## config.mk

```make
export PLATFORM = sky130hd
export DESIGN_NAME = pipelined_adder
export DESIGN_NICKNAME = d
export VERILOG_FILES = /design/src/rtl/alu_pkg.sv /design/src/rtl/adder_slice.sv /design/src/rtl/pipelined_adder.sv
export SDC_FILE = /design/constraint.sdc
export NUM_CORES = 1
export LEC_CHECK = 0
export ABC_AREA = 1
export CORE_MARGIN = 10
export CORE_UTILIZATION = 60
export CTS_CLUSTER_DIAMETER = 80
export CTS_CLUSTER_SIZE = 28
export DETAILED_ROUTE_END_ITERATION = 7
export GPL_ROUTABILITY_DRIVEN = 0
export GPL_TIMING_DRIVEN = 1
export PLACE_DENSITY = 0.85
export SKIP_CTS_REPAIR_TIMING = 1
export SYNTH_ARGS = -nofsm -noshare
export SYNTH_HDL_FRONTEND = slang
export SYNTH_HIERARCHICAL = 1
export SYNTH_SLANG_ARGS = --single-unit
```

## constraint.sdc

```tcl
create_clock -name clk -period 5.2 [get_ports clk]
set_clock_uncertainty 0.2 [all_clocks]
set_input_delay 1.56 -clock clk [delete_from_list [all_inputs] [get_ports clk]]
set_output_delay 1.56 -clock clk [all_outputs]
set_load 0.01 [all_outputs]
```

## src/rtl/alu_pkg.sv

```systemverilog
// Shared constants for the adder datapath: default geometry and the add/sub mode encoding.
package alu_pkg;

    localparam int unsigned DEFAULT_WIDTH  = 32;
    localparam int unsigned DEFAULT_STAGES = 4;

    typedef enum logic {
        MODE_ADD = 1'b0,
        MODE_SUB = 1'b1
    } sub_mode_e;

endpackage

```

## src/rtl/adder_slice.sv

```systemverilog
// One SLICE_W-bit ripple slice of the pipelined adder: {cout, sum} = a + b + cin.
module adder_slice #(
    parameter int unsigned SLICE_W = 8
) (
    input  logic [SLICE_W-1:0] a,
    input  logic [SLICE_W-1:0] b,
    input  logic               cin,
    output logic [SLICE_W-1:0] sum,
    output logic               cout
);

    logic [SLICE_W:0] w_full;

    assign w_full = {1'b0, a} + {1'b0, b} + {{SLICE_W{1'b0}}, cin};
    assign sum    = w_full[SLICE_W-1:0];
    assign cout   = w_full[SLICE_W];

endmodule

```

## src/rtl/pipelined_adder.sv

```systemverilog
// STAGES-deep add/sub pipeline, one WIDTH/STAGES slice per stage, valid/ready with bubble collapsing.
// Define PIPELINED_ADDER_OVF_EN to register the signed-overflow flag; otherwise overflow is tied low.
module pipelined_adder
    import alu_pkg::*;
#(
    parameter int unsigned WIDTH  = DEFAULT_WIDTH,
    parameter int unsigned STAGES = DEFAULT_STAGES
) (
    input  logic             clk,
    input  logic             reset,
    input  logic             in_valid,
    output logic             in_ready,
    input  logic [WIDTH-1:0] a,
    input  logic [WIDTH-1:0] b,
    input  logic             sub,
    output logic             out_valid,
    input  logic             out_ready,
    output logic [WIDTH-1:0] sum,
    output logic             carry_out,
    output logic             overflow,
    output logic             zero
);

    localparam int unsigned SW   = WIDTH / STAGES;
    localparam int unsigned LAST = STAGES - 1;

    sub_mode_e        w_mode;
    logic [WIDTH-1:0] w_b_eff;

    // Per stage: unprocessed upper operand bits (shifted down), partial sum, slice carry.
    logic [WIDTH-1:0]  r_ua  [STAGES];
    logic [WIDTH-1:0]  r_ub  [STAGES];
    logic [WIDTH-1:0]  r_sum [STAGES];
    logic [STAGES-1:0] r_valid;
    logic [STAGES-1:0] r_c;
    logic              r_zero;

    logic [WIDTH-1:0]  w_ain  [STAGES];
    logic [WIDTH-1:0]  w_bin  [STAGES];
    logic [WIDTH-1:0]  w_sin  [STAGES];
    logic [WIDTH-1:0]  w_nsum [STAGES];
    logic [SW-1:0]     w_ssum [STAGES];
    logic [STAGES-1:0] w_cin;
    logic [STAGES-1:0] w_cout;
    logic [STAGES-1:0] w_adv;
    logic [STAGES-1:0] w_load;

    assign w_mode  = sub_mode_e'(sub);
    assign w_b_eff = (w_mode == MODE_SUB) ? ~b : b;

    for (genvar k = 0; k < STAGES; k++) begin : g_stage
        if (k == 0) begin : g_first
            assign w_ain[k] = a;
            assign w_bin[k] = w_b_eff;
            assign w_sin[k] = '0;
            assign w_cin[k] = sub;
        end else begin : g_next
            assign w_ain[k] = r_ua[k-1];
            assign w_bin[k] = r_ub[k-1];
            assign w_sin[k] = r_sum[k-1];
            assign w_cin[k] = r_c[k-1];
        end

        adder_slice #(.SLICE_W(SW)) u_slice (
            .a    (w_ain[k][SW-1:0]),
            .b    (w_bin[k][SW-1:0]),
            .cin  (w_cin[k]),
            .sum  (w_ssum[k]),
            .cout (w_cout[k])
        );

        assign w_nsum[k] = w_sin[k] | (WIDTH'(w_ssum[k]) << (k * SW));
    end

    // Advance decisions resolve from the output stage backwards so a draining
    // tail lets every upstream stage move in the same cycle.
    always_comb begin
        w_adv  = '0;
        w_load = '0;
        for (int unsigned i = STAGES; i > 0; i--) begin
            if (i == STAGES)
                w_adv[i-1] = r_valid[i-1] && out_ready;
            else
                w_adv[i-1] = r_valid[i-1] && (!r_valid[i] || w_adv[i]);
        end
        in_ready  = !r_valid[0] || w_adv[0];
        w_load[0] = in_valid && in_ready;
        for (int unsigned i = 1; i < STAGES; i++)
            w_load[i] = w_adv[i-1];
    end

    always_ff @(posedge clk) begin
        if (reset) begin
            r_valid <= '0;
            r_c     <= '0;
            r_zero  <= 1'b0;
            for (int unsigned i = 0; i < STAGES; i++) begin
                r_ua[i]  <= '0;
                r_ub[i]  <= '0;
                r_sum[i] <= '0;
            end
        end else begin
            for (int unsigned i = 0; i < STAGES; i++) begin
                if (w_load[i]) begin
                    r_valid[i] <= 1'b1;
                    r_ua[i]    <= w_ain[i] >> SW;
                    r_ub[i]    <= w_bin[i] >> SW;
                    r_sum[i]   <= w_nsum[i];
                    r_c[i]     <= w_cout[i];
                end else if (w_adv[i]) begin
                    r_valid[i] <= 1'b0;
                end
            end
            if (w_load[LAST])
                r_zero <= (w_nsum[LAST] == '0);
        end
    end

`ifdef PIPELINED_ADDER_OVF_EN
    // The operand sign bits arrive with the top slice, so overflow is resolved in the last stage.
    logic r_ovf;
    logic w_ovf_next;

    assign w_ovf_next = (w_ain[LAST][SW-1] == w_bin[LAST][SW-1]) &&
                        (w_ssum[LAST][SW-1] != w_ain[LAST][SW-1]);

    always_ff @(posedge clk) begin
        if (reset)
            r_ovf <= 1'b0;
        else if (w_load[LAST])
            r_ovf <= w_ovf_next;
    end

    assign overflow = r_ovf;
`else
    assign overflow = 1'b0;
`endif

    assign out_valid = r_valid[LAST];
    assign sum       = r_sum[LAST];
    assign carry_out = r_c[LAST];
    assign zero      = r_zero;

endmodule

```

==> run summary <==
Startpoint Class = input port
die area = 20700 um2
die span in y = 144 um
Mapped Nets = 1010
Most common cell on crit path = clkdlybuf4s50_1
largest net degree at the start of global routing = 57
met1 global-route usage = 0.186
Gate power share = 0.126
post-place setup slack = 0.465 ns
maximum vdd drop = 0.249 mV
fin crit period = 4.79 ns
cell count after synthesis = 905
final setup violation count = 0
Internal = 2.58 mW
TritonRoute pass-1 iters = 5
GRT Max-Usage Layer = met2
CTS tree = built
Seq/Total Area, Yosys = 0.592
post-synthesis cell area = 9230 um2
met2 Use GR = 0.253
CTS root buffer = clkbuf_16
Pleak = 4.72 nW
via count = 5551
die extent in x = 144 um
Initial Utilization = 0.609
max-slew violations = 0
critical path's top delay family = buffers and inverters
DR iter-0 viols = 324
n_diodes = 0
setup TNS = 0 ns
synth unique cells = 25
Post-DP Area = 10100 um2
crit-path max cell delay = 0.53 ns
worst r2r src = r_ua[0][40]
Ports = 106
post-synth top area cell = edfxtp_1
critical path endpoint category = primary output
switch share = 0.237
total CTS buffers = 17
Min-Delay Path Class = register to register
RSZ-0062 raised after global routing = false
clk_lat worst skew = 0.42 ns
critical-path cell list = clkdlybuf4s50_1 > inv_1 > nand2_2 > nor2_2 > nand3_2 > clkdlybuf4s50_1
Sequential Power Share = 0.520
Bufs on Longest Clock Path = 2
post-DR wirelength/cell = 13.2 um
Worst Path Arrival = 3.03 ns
Post-Route WL = 15500 um
CP Data Required Time = 3.44 ns
PD cells = 317 nW/um2
initial antenna violation count = 0
fill count = 1011
gr ovfl total = 0
Worst-path clk slew = 0.06 ns
CP Max Fanout = 5
Layout area overhead = 15.8%
Finished Layout Cells = 1178
CTS H-tree depth = 4
max_cap viols = 0
Least-Margin Pin Slew = 1.07 ns
placed insts = 1146
DR vias/cell = 4.71
crit path kind = input port to primary output
# clock sinks = 185
Placement Rows = 45
fin worst setup slack = 0.415 ns
vias in the first global route = 5553
fin util = 0.706
core area = 15100 um2
first-pass GRT wire length = 25700 um
share of cells above drive strength 1 = 0.0808
fmax = 209 MHz
Port Buffers = 104
Final ANT Viol Nets = 0
status = completed
Clk pwr share = 0.354
worst hold start = r_c[0]
met3 Use GR = 0.0413
Syn Area/Cell = 10.2 um2
CP bufs+invs = 3
cell area after layout = 10700 um2
launch point of the worst path = out_ready
register bit total from synthesis = 185
slowest CP cell = clkdlybuf4s50_1
Tcrit/Tclk final = 0.920
post-DP HPWL = 10700 um
Post-route DRC = 0
sw power = 801 uW
Final Hold Fails = 0
Total GRT Usage = 0.153
synth warn = 6
# nets final = 1082
Rel. slew slack = 0.286
synth top area cells = edfxtp_1, nor2_1, inv_1
top cell type's share of synthesized area = 0.573
==> per-layer routing <==
metal	share of wire	wire length, um
met4	0.022	342
met5	0	0
met2	0.48	7490
met3	0.071	1100
met1	0.42	6560
==> synthesized netlist by cell type (all sizes together) <==
cell and instances:
o21bai 1, ha 28, nand2 119, inv 192
edfxtp 176, conb 1, a21oi 16, nor2 208
or2 8, buf 56, xor2 12, nand3b 8
xnor2 32, o21ai 2, nand4 1, nand3 28
dfxtp 9, fa 8
==> worst reg2reg max path: cells and delay by family (launching register included) <==
| family | cells | cell delay (ns) |
|---|---|---|
| and+or+nand+nor | 10 | 0.79 |
| adders and majority gates | 2 | 0.88 |
| DFF | 1 | 0.40 |
| AOI/OAI and AO/OA | 1 | 0.13 |
==> final cells by class <==
cell class | count | area [um2] | area share
tap | 188 | 235 | 0.0220
clock inverter | 12 | 119 | 0.0111
sequential | 185 | 5470 | 0.511
clock buffer | 20 | 437 | 0.0408
multi-input combinational | 472 | 2640 | 0.247
timing repair buffer | 109 | 1070 | 0.100
inverter | 192 | 721 | 0.0674
==> path summary, 6_finish.rpt <==
check                           endpoint  slack (ns)  depth (start not counted)
worst max-delay path            in_ready        0.41                          6
worst min-delay path              r_c[0]        0.29                          2
worst max register to register      zero        2.75                         13
worst min register to register    r_c[0]        0.29                          2
==> registers in the layout, summed over array words and instances (netlist names) <==
name / flops
r_sum: 80
r_ua: 48
r_ub: 48
r_c: 4
r_valid: 4
zero: 1
==> cells in the final DEF (no fill, tap or decap) <==
cell type        instances
nor2_1                 203
inv_1                  187
edfxtp_1               176
nand2_1                104
clkdlybuf4s50_1        103
xnor2_1                 32
ha_1                    28
nand3_1                 20
clkbuf_16               17
a21oi_1                 16
nand2_2                 15
xor2_1                  12
dfxtp_1                  9
nand3_2                  8
or2_4                    8
fa_1                     8
clkinv_4                 6
nor2_2                   5
inv_2                    5
buf_4                    5
nand3b_4                 4
nand3b_1                 4
inv_6                    3
clkbuf_1                 3
o21ai_0                  2
clkinv_2                 2
o21bai_1                 1
nand4_1                  1
conb_1                   1
bufinv_16                1
buf_2                    1
==> cell families after synthesis <==
family / synth area share
and+or+nand+nor: 0.178
buffers and inverters: 0.122
DFF: 0.592
xor gates and xnor gates: 0.0418
adders and majority gates: 0.0553
AOI/OAI and AO/OA: 0.0106
other: 0.000406
==> through the flow <==
stage | hold WS, ns | total power [mW]
finish | 0.294 | 3.38
global route | 0.309 | 3.52
CTS | 0.295 | 3.40
detailed placement | 0.285 | 2.21
global placement | 0.266 | 2.19
floorplan | 0.256 | 2.08
==> power by group through the flow <==
stage / logic, mW / clock network [mW] / registers [mW]
floorplan: 0.301 / 0 / 1.78
finish: 0.426 / 1.20 / 1.76
CTS: 0.427 / 1.21 / 1.76
global placement: 0.406 / 0 / 1.78
global route: 0.478 / 1.27 / 1.77
detailed placement: 0.418 / 0 / 1.79
No activity file was read; power rests on OpenSTA's default activity.
